[src/rtl/tail_light_pkg.sv]
// Shared encodings for the tail-light lamp bus: legal lamp patterns, decoded
// code classes, monitor states and direction values.
package tail_light_pkg;

  localparam logic [5:0] PAT_ZERO = 6'b000000;
  localparam logic [5:0] PAT_L1   = 6'b001000;
  localparam logic [5:0] PAT_L2   = 6'b011000;
  localparam logic [5:0] PAT_L3   = 6'b111000;
  localparam logic [5:0] PAT_R1   = 6'b000100;
  localparam logic [5:0] PAT_R2   = 6'b000110;
  localparam logic [5:0] PAT_R3   = 6'b000111;

  typedef enum logic [2:0] {
    CODE_ZERO, CODE_L1, CODE_L2, CODE_L3,
    CODE_R1, CODE_R2, CODE_R3, CODE_ILLEGAL
  } code_e;

  typedef enum logic [3:0] {
    ST_IDLE, ST_L1, ST_L2, ST_L3, ST_LGAP,
    ST_R1, ST_R2, ST_R3, ST_RGAP
  } mon_state_e;

  typedef enum logic [1:0] {
    DIR_IDLE  = 2'b00,
    DIR_LEFT  = 2'b01,
    DIR_RIGHT = 2'b10
  } dir_e;

  // State the monitor lands in when it has to trust the code alone
  function automatic mon_state_e state_of_code(input code_e c);
    case (c)
      CODE_L1: return ST_L1;
      CODE_L2: return ST_L2;
      CODE_L3: return ST_L3;
      CODE_R1: return ST_R1;
      CODE_R2: return ST_R2;
      CODE_R3: return ST_R3;
      default: return ST_IDLE;
    endcase
  endfunction

endpackage

[src/rtl/tail_light_pattern_decode.sv]
// Classifies a raw 6-bit lamp pattern into one of the legal codes or ILLEGAL.
module tail_light_pattern_decode
  import tail_light_pkg::*;
(
  input  logic [5:0] lights_i,
  output code_e      code_o
);

  always_comb begin
    case (lights_i)
      PAT_ZERO: code_o = CODE_ZERO;
      PAT_L1:   code_o = CODE_L1;
      PAT_L2:   code_o = CODE_L2;
      PAT_L3:   code_o = CODE_L3;
      PAT_R1:   code_o = CODE_R1;
      PAT_R2:   code_o = CODE_R2;
      PAT_R3:   code_o = CODE_R3;
      default:  code_o = CODE_ILLEGAL;
    endcase
  end

endmodule

[src/rtl/tail_light_monitor.sv]
// Receive-side monitor for the tail-light bus: tracks sweep direction/phase,
// counts completed sweeps and flags illegal codes or transitions.
module tail_light_monitor
  import tail_light_pkg::*;
#(
  parameter int CNT_W = 8
) (
  input  logic             clk,
  input  logic             reset,
  input  logic             sample_en,
  input  logic [5:0]       lights,
  output logic [1:0]       dir,
  output logic [1:0]       phase,
  output logic [CNT_W-1:0] sweep_cnt,
  output logic             err,
  output logic             err_sticky
);

  code_e            code;
  mon_state_e       state_q, state_d;
  logic             legal, count_en;
  logic [1:0]       dir_q, dir_d, phase_q, phase_d;
  logic [CNT_W-1:0] cnt_q, cnt_d;
  logic             err_q, err_d, sticky_q, sticky_d;

  tail_light_pattern_decode u_decode (
    .lights_i (lights),
    .code_o   (code)
  );

  always_ff @(posedge clk) begin
    if (!reset) begin
      state_q  <= ST_IDLE;
      dir_q    <= DIR_IDLE;
      phase_q  <= 2'd0;
      cnt_q    <= '0;
      err_q    <= 1'b0;
      sticky_q <= 1'b0;
    end else begin
      state_q  <= state_d;
      dir_q    <= dir_d;
      phase_q  <= phase_d;
      cnt_q    <= cnt_d;
      err_q    <= err_d;
      sticky_q <= sticky_d;
    end
  end

  // On an illegal step we still follow the code so the monitor resyncs at once
  always_comb begin
    state_d  = state_q;
    legal    = 1'b0;
    count_en = 1'b0;
    if (sample_en) begin
      state_d = state_of_code(code);
      case (code)
        CODE_ZERO: begin
          legal = 1'b1;
          if (state_q == ST_L3)      state_d = ST_LGAP;
          else if (state_q == ST_R3) state_d = ST_RGAP;
        end
        CODE_L1: legal = state_q inside {ST_IDLE, ST_LGAP, ST_R1, ST_R2, ST_R3, ST_RGAP};
        CODE_L2: legal = (state_q == ST_L1);
        CODE_L3: begin
          legal    = (state_q == ST_L2);
          count_en = legal;
        end
        CODE_R1: legal = state_q inside {ST_IDLE, ST_RGAP, ST_L1, ST_L2, ST_L3, ST_LGAP};
        CODE_R2: legal = (state_q == ST_R1);
        CODE_R3: begin
          legal    = (state_q == ST_R2);
          count_en = legal;
        end
        default: legal = 1'b0;
      endcase
    end
  end

  always_comb begin
    dir_d   = DIR_IDLE;
    phase_d = 2'd0;
    case (state_d)
      ST_L1:   begin dir_d = DIR_LEFT;  phase_d = 2'd1; end
      ST_L2:   begin dir_d = DIR_LEFT;  phase_d = 2'd2; end
      ST_L3:   begin dir_d = DIR_LEFT;  phase_d = 2'd3; end
      ST_LGAP: dir_d = DIR_LEFT;
      ST_R1:   begin dir_d = DIR_RIGHT; phase_d = 2'd1; end
      ST_R2:   begin dir_d = DIR_RIGHT; phase_d = 2'd2; end
      ST_R3:   begin dir_d = DIR_RIGHT; phase_d = 2'd3; end
      ST_RGAP: dir_d = DIR_RIGHT;
      default: dir_d = DIR_IDLE;
    endcase
    err_d    = sample_en & ~legal;
    sticky_d = sticky_q | err_d;
    cnt_d    = (count_en && (cnt_q != '1)) ? cnt_q + CNT_W'(1) : cnt_q;
  end

  assign dir        = dir_q;
  assign phase      = phase_q;
  assign sweep_cnt  = cnt_q;
  assign err        = err_q;
  assign err_sticky = sticky_q;

endmodule
[config.mk]
export PLATFORM = sky130hd
export DESIGN_NAME = tail_light_monitor
export DESIGN_NICKNAME = d
export VERILOG_FILES = /design/src/rtl/tail_light_pkg.sv /design/src/rtl/tail_light_pattern_decode.sv /design/src/rtl/tail_light_monitor.sv
export SDC_FILE = /design/constraint.sdc
export NUM_CORES = 1
export LEC_CHECK = 0
export ABC_AREA = 1
export ABC_CLOCK_PERIOD_IN_PS = 2500
export CORE_ASPECT_RATIO = 2
export CORE_MARGIN = 4
export CORE_UTILIZATION = 44
export CTS_BUF_LIST = sky130_fd_sc_hd__clkbuf_8
export DETAILED_ROUTE_END_ITERATION = 10
export MAX_ROUTING_LAYER = met4
export PLACE_DENSITY = 0.71
export SLEW_MARGIN = 20
export SYNTH_ARGS = -nofsm -noshare
export SYNTH_HDL_FRONTEND = slang
export SYNTH_HIERARCHICAL = 1
export SYNTH_SLANG_ARGS = --single-unit
[constraint.sdc]
create_clock -name clk -period 2.5 [get_ports clk]
set_input_delay 0.5 -clock clk [delete_from_list [all_inputs] [get_ports clk]]
set_output_delay 0.5 -clock clk [all_outputs]
set_load 0.01 [all_outputs]
==> results of run 1 <==
-- worst max-delay path, stage by stage --
cell and delay (ps):
clkdlybuf4s50_1 460, nor2_2 200, nand3_2 120, nand3_1 100, nand2_1 110, inv_1 130
nand2_1 60, nor2_1 110, nand2_1 100, nand2_4 130, nand2_4 100, o21ai_1 130
nor2_1 50
-- cells in the mapped netlist, drive strengths merged --
| cell type | number | area share (%) |
|---|---|---|
| nand2 | 62 | 21 |
| nor2 | 36 | 14 |
| inv | 29 | 9.1 |
| nand3 | 20 | 8.8 |
| dfxtp | 18 | 30 |
| a21oi | 9 | 5.0 |
| o21ai | 8 | 3.3 |
| xor2 | 3 | 2.2 |
| clkinv | 2 | 0.73 |
| nand4 | 2 | 1.0 |
| a21boi | 1 | 0.63 |
| and2 | 1 | 0.52 |
| clkbuf | 1 | 0.42 |
| ha | 1 | 1.0 |
| nand3b | 1 | 0.63 |
| nor3 | 1 | 0.42 |
| nor3b | 1 | 0.63 |
| o21bai | 1 | 0.63 |
-- power by group through the flow --
stage	combinational, W	clock, W	sequential, W
2_1_floorplan	0.0000595	0	0.000311
6_report	0.000108	0.000233	0.000302
5_1_grt	0.000123	0.000250	0.000303
3_5_place_dp	0.000109	0	0.000309
4_1_cts	0.000109	0.000242	0.000302
3_3_place_gp	0.000108	0	0.000308
-- state kept, by name, indices dropped and copies added (netlist names) --
| name | cells |
|---|---|
| dir | 2 |
| err | 1 |
| err_sticky | 1 |
| phase | 2 |
| state_q | 4 |
| sweep_cnt | 8 |
-- area by class of cell --
class	instances	area share, %
multi-input combinational	147	47.35
sequential	18	23.84
timing repair buffer	23	15.07
inverter	31	7.781
clock buffer	4	3.642
tap	28	2.318
-- through the flow --
| stage | instance area, sq um | util [%] | worst slack [ps] | power [W] | hold slack [ps] |
|---|---|---|---|---|---|
| after floorplan | 1199 | - | 804.7 | 0.0003708 | 466.6 |
| after global placement | 1456 | 56.67 | 90.02 | 0.0004158 | 431.1 |
| after detailed placement | 1456 | 56.67 | 54.40 | 0.0004173 | 447.7 |
| after CTS | 1511 | 58.81 | 335.5 | 0.0006531 | 459.3 |
| after global routing | 1511 | 58.81 | 67.70 | 0.0006761 | 497.4 |
| final | 1511 | 58.81 | 339.7 | 0.0006425 | 458.6 |
-- logic make-up after synthesis --
kind of cell | share of synthesized area, %
xor gates and xnor gates | 2.192
adders and majority gates | 1.044
and+or+nand+nor | 46.87
buffers and inverters | 10.23
DFF | 30.06
AOI/OAI and AO/OA | 9.604
-- worst max path at each step --
stage	start	to	slack (ps)	cells after the start
4_1_cts	lights[4]	sweep_cnt[0]	340	13
2_1_floorplan	lights[1]	sweep_cnt[0]	800	12
6_report	lights[0]	sweep_cnt[1]	340	13
3_5_place_dp	lights[4]	sweep_cnt[0]	50	13
5_1_grt	lights[0]	dir[0]	70	13
3_3_place_gp	lights[0]	sweep_cnt[1]	90	13
-- layer usage --
layer	routed length, microns	vias to the layer above	global-route usage, %
li1	-	665	-
met1	1008	561	18.39
met2	1772	27	38.90
met3	66	10	1.316
met4	114	0	12.90
met5	0	-	-
==> out/metrics.cfg, run 1 <==
[status]
outcome = finished clean

[drt]
vias_per_cell = 5.032
drt-initial-drc-count = 25
first_pass_iters = 4
drc = 0
wl_per_cell_microns = 11.80
ant_nets = 0
vias = 1263
wirelength_microns = 2962

[power_and_ir_drop]
pwr-share-clk_pct = 36.2
leakage_nw = 0.7158
internal-power_w = 0.0004827
swShare_pct = 24.88
ir_worst_vdd_uv = 245.7
pwr-share-seq_pct = 47.0
power.density_mw_per_mm2 = 425.1
pwr-share-comb_pct = 16.8
power_switching_w = 0.0001599

[placed_design]
placedCellCount = 247
io_buffers = 22
dp_hpwl_microns = 2529
place_congestion = 0.9550

[sta]
hold_violations = 0
worst_pin_slew_ps = 335.5
fin_crit_sh_pct = 86.41
rsz0062_at_grt = no
relSlewSlack_pct = 77.56
setup_violations = 0
clock.fmax_ghz = 0.4629
period_needed_ps = 2160
skew_ps = 3.917
slew_violations = 0
tns_ps = 0

[layout]
drive_above_1_share_pct = 9.865
area_delta_synth_final_pct = 26.10
layout_commonest_cell = nand2_1
nNetsFinal = 234
stdcell_count = 251
final_cell_mix = nand2_1, nor2_1, inv_1, clkdlybuf4s50_1, nand3_1
fillers = 272
final-seq-area_sq_um = 360.3
multi_input_area_sq_um = 715.7
n_antenna_cell = 0

[floorplan]
die-area_sq_mm = 0.003674
core-area_sq_mm = 0.002570
die_x_microns = 44.91
fp.dieH_microns = 81.81
rows = 26
pin_count = 23
start_util_pct = 46.64

[synth]
ys_seq_elements = 18
yosysUniqueCellTypes = 28
yosysSeqAreaShare_pct = 30.06
syn_area_sq_mm = 0.001199
yosysWarnings = 6
syn_inst = 197
avgSynthCellArea_sq_um = 6.085
syn-num-nets = 207

[clock_network]
cts_buffers = 3
cts_tree = done
clock_latency_ps = 250
htreeDepth = 1
cts_resized = 0
cts_setup_buffers = 0
cts_buffer_depth = 2
clkTransAtPathRegs_ps = 70
ctsRootBufferMaster = clkbuf_8
cts.sinks = 18
holdBufCountCts = 0

[hold_path]
min_to = err_sticky
hold_depth = 2
min_from = err_sticky
hold_path.class = register to register

[global_route]
antenna_found_initial = 0
grt_max_degree = 11
first_global_vias = 1328
grt_pass1_wl_microns = 5457
overflow = 0
grt_usage_pct = 20.44

[setup_path]
ff2ff_path_depth = 7
arrival_ps = 2310
endpoint_kind = register
r2r_slack_ps = 1070
r2r-start = sweep_cnt[0]
cp.required_ps = 2650
worst_setup_path_start_kind = input pin
r2r-end = sweep_cnt[1]
critPathKind = input pin to register
worstPathMaxFanout = 9

[flow_run]
drv_cap = 0

Power figures use the tool's default switching activity.
==> run 2: changes to the inputs <==
- MAX_ROUTING_LAYER: met4 -> unset
==> out/metrics.cfg, run 2 (synthesis results as in run 1) <==
[setup_path]
arrival_ps = 2340
worstPathMaxFanout = 6
cp_common_cell = nand2_1
slowest_stage = clkdlybuf4s50_1
critPathKind = input pin to register
endpoint_kind = register
worst_setup_path_start_kind = input pin
slowest_delay_ps = 490
path_cells = clkdlybuf4s50_1, nor2_2, nand3_2, and2_1, inv_1, nand2_1, nand3_1, nand2_1, nor2_4, nand2_1, nand2_1, nor2_1
cp.required_ps = 2640

[layout]
stdcell_area_sq_mm = 0.001511
nNetsFinal = 234
final-seq-area_sq_um = 360.3
final_cell_mix = nand2_1, nor2_1, inv_1, clkdlybuf4s50_1, nand3_1
n_antenna_cell = 0
area_delta_synth_final_pct = 26.10
largest_reg_flops = 8
drive_above_1_share_pct = 9.865
fillers = 267
layout_commonest_cell = nand2_1
multi_input_area_sq_um = 715.7

[sta]
relSlewSlack_pct = 78.61
clock.fmax_ghz = 0.4556
setup_violations = 0
rsz0062_at_grt = no
fin_crit_sh_pct = 87.79
hold_violations = 0
slew_violations = 0
tns_ps = 0
period_needed_ps = 2195
worst_pin_slew_ps = 319.6
skew_ps = 3.351

[hold_path]
hold_path.class = register to register

[drt]
drt-initial-drc-count = 23
wl_per_cell_microns = 12.02
wirelength_microns = 3017
vias = 1263
ant_nets = 0
first_pass_iters = 6
vias_per_cell = 5.032
drc = 0

[flow_run]
drv_cap = 0

[floorplan]
pin_count = 23
core-area_sq_mm = 0.002570
start_util_pct = 46.64
fp.dieH_microns = 81.81
rows = 26
die-area_sq_mm = 0.003674
die_x_microns = 44.91

[power_and_ir_drop]
power.density_mw_per_mm2 = 420.5
ir_worst_vdd_uv = 301.5
leakage_nw = 0.7158

[global_route]
overflow = 0
grt_usage_pct = 19.53
first_global_vias = 1371
grt_max_degree = 11
grt_pass1_wl_microns = 5457
antenna_found_initial = 0

[placed_design]
io_buffers = 22
dp_hpwl_microns = 2565
dpl-instance-area_sq_mm = 0.001456
place_congestion = 0.8900

[clock_network]
ctsRootBufferMaster = clkbuf_8
cts_buffer_depth = 2
cts.sinks = 18
cts_tree = done
cts_resized = 0
htreeDepth = 1
cts_buffers = 3
clkTransAtPathRegs_ps = 60
holdBufCountCts = 0
clock_latency_ps = 240
cts_setup_buffers = 0

[status]
outcome = finished clean

-- run 2: layout make-up --
type | instances | area share [%]
repair buffers | 23 | 15.07
multi-input cells | 147 | 47.35
clock buffers | 4 | 3.642
flip-flops and latches | 18 | 23.84
inverters | 31 | 7.781
well taps | 28 | 2.318
-- run 2: where the power goes --
group / total [W] / switching (W) / leakage (nW) / internal (W)
sequential: 0.000303 / 0.00000559 / 0.146 / 0.000297
combinational: 0.000108 / 0.0000620 / 0.541 / 0.0000460
clock: 0.000225 / 0.0000858 / 0.0288 / 0.000139
-- run 2: layer usage --
| layer | global-route usage, % | up-vias | share of wire [%] |
|---|---|---|---|
| li1 | - | 662 | - |
| met1 | 17.25 | 558 | 33 |
| met2 | 39.63 | 31 | 59 |
| met3 | 1.096 | 12 | 2.8 |
| met4 | 11.73 | 0 | 4.3 |
| met5 | 0 | - | 0 |
-- run 2: stage by stage --
| stage | setup WS (ps) | instances | hold slack, ps | util [%] | total power, W |
|---|---|---|---|---|---|
| floorplan | 804.7 | 197 | 466.6 | - | 0.0003708 |
| global placement | 89.84 | 247 | 430.6 | 56.67 | 0.0004155 |
| detailed placement | 66.69 | 247 | 442.3 | 56.67 | 0.0004172 |
| CTS | 320.9 | 251 | 453.7 | 58.81 | 0.0006451 |
| global route | 53.80 | 251 | 486.1 | 58.81 | 0.0006734 |
| finish | 305.2 | 251 | 447.8 | 58.81 | 0.0006356 |
-- run 2: worst paths after layout --
path	endpoint	cells after the start	slack, ps	startpoint
max reg2reg	sweep_cnt[0]	7	1030	sweep_cnt[0]
min reg2reg	err_sticky	2	450	err_sticky
max	dir[0]	12	310	lights[0]
min	err_sticky	2	450	err_sticky
-- run 2: critical path: cells and delay by family --
kind / cells / cell delay (ps)
buffers and inverters: 2 / 640
and+or+nand+nor: 10 / 1190
==> run 3: changes to the inputs <==
- SLEW_MARGIN: 20 -> unset
==> results of run 3 <==
Same layout as run 2: the final DEF is identical, and so are final timing and power.
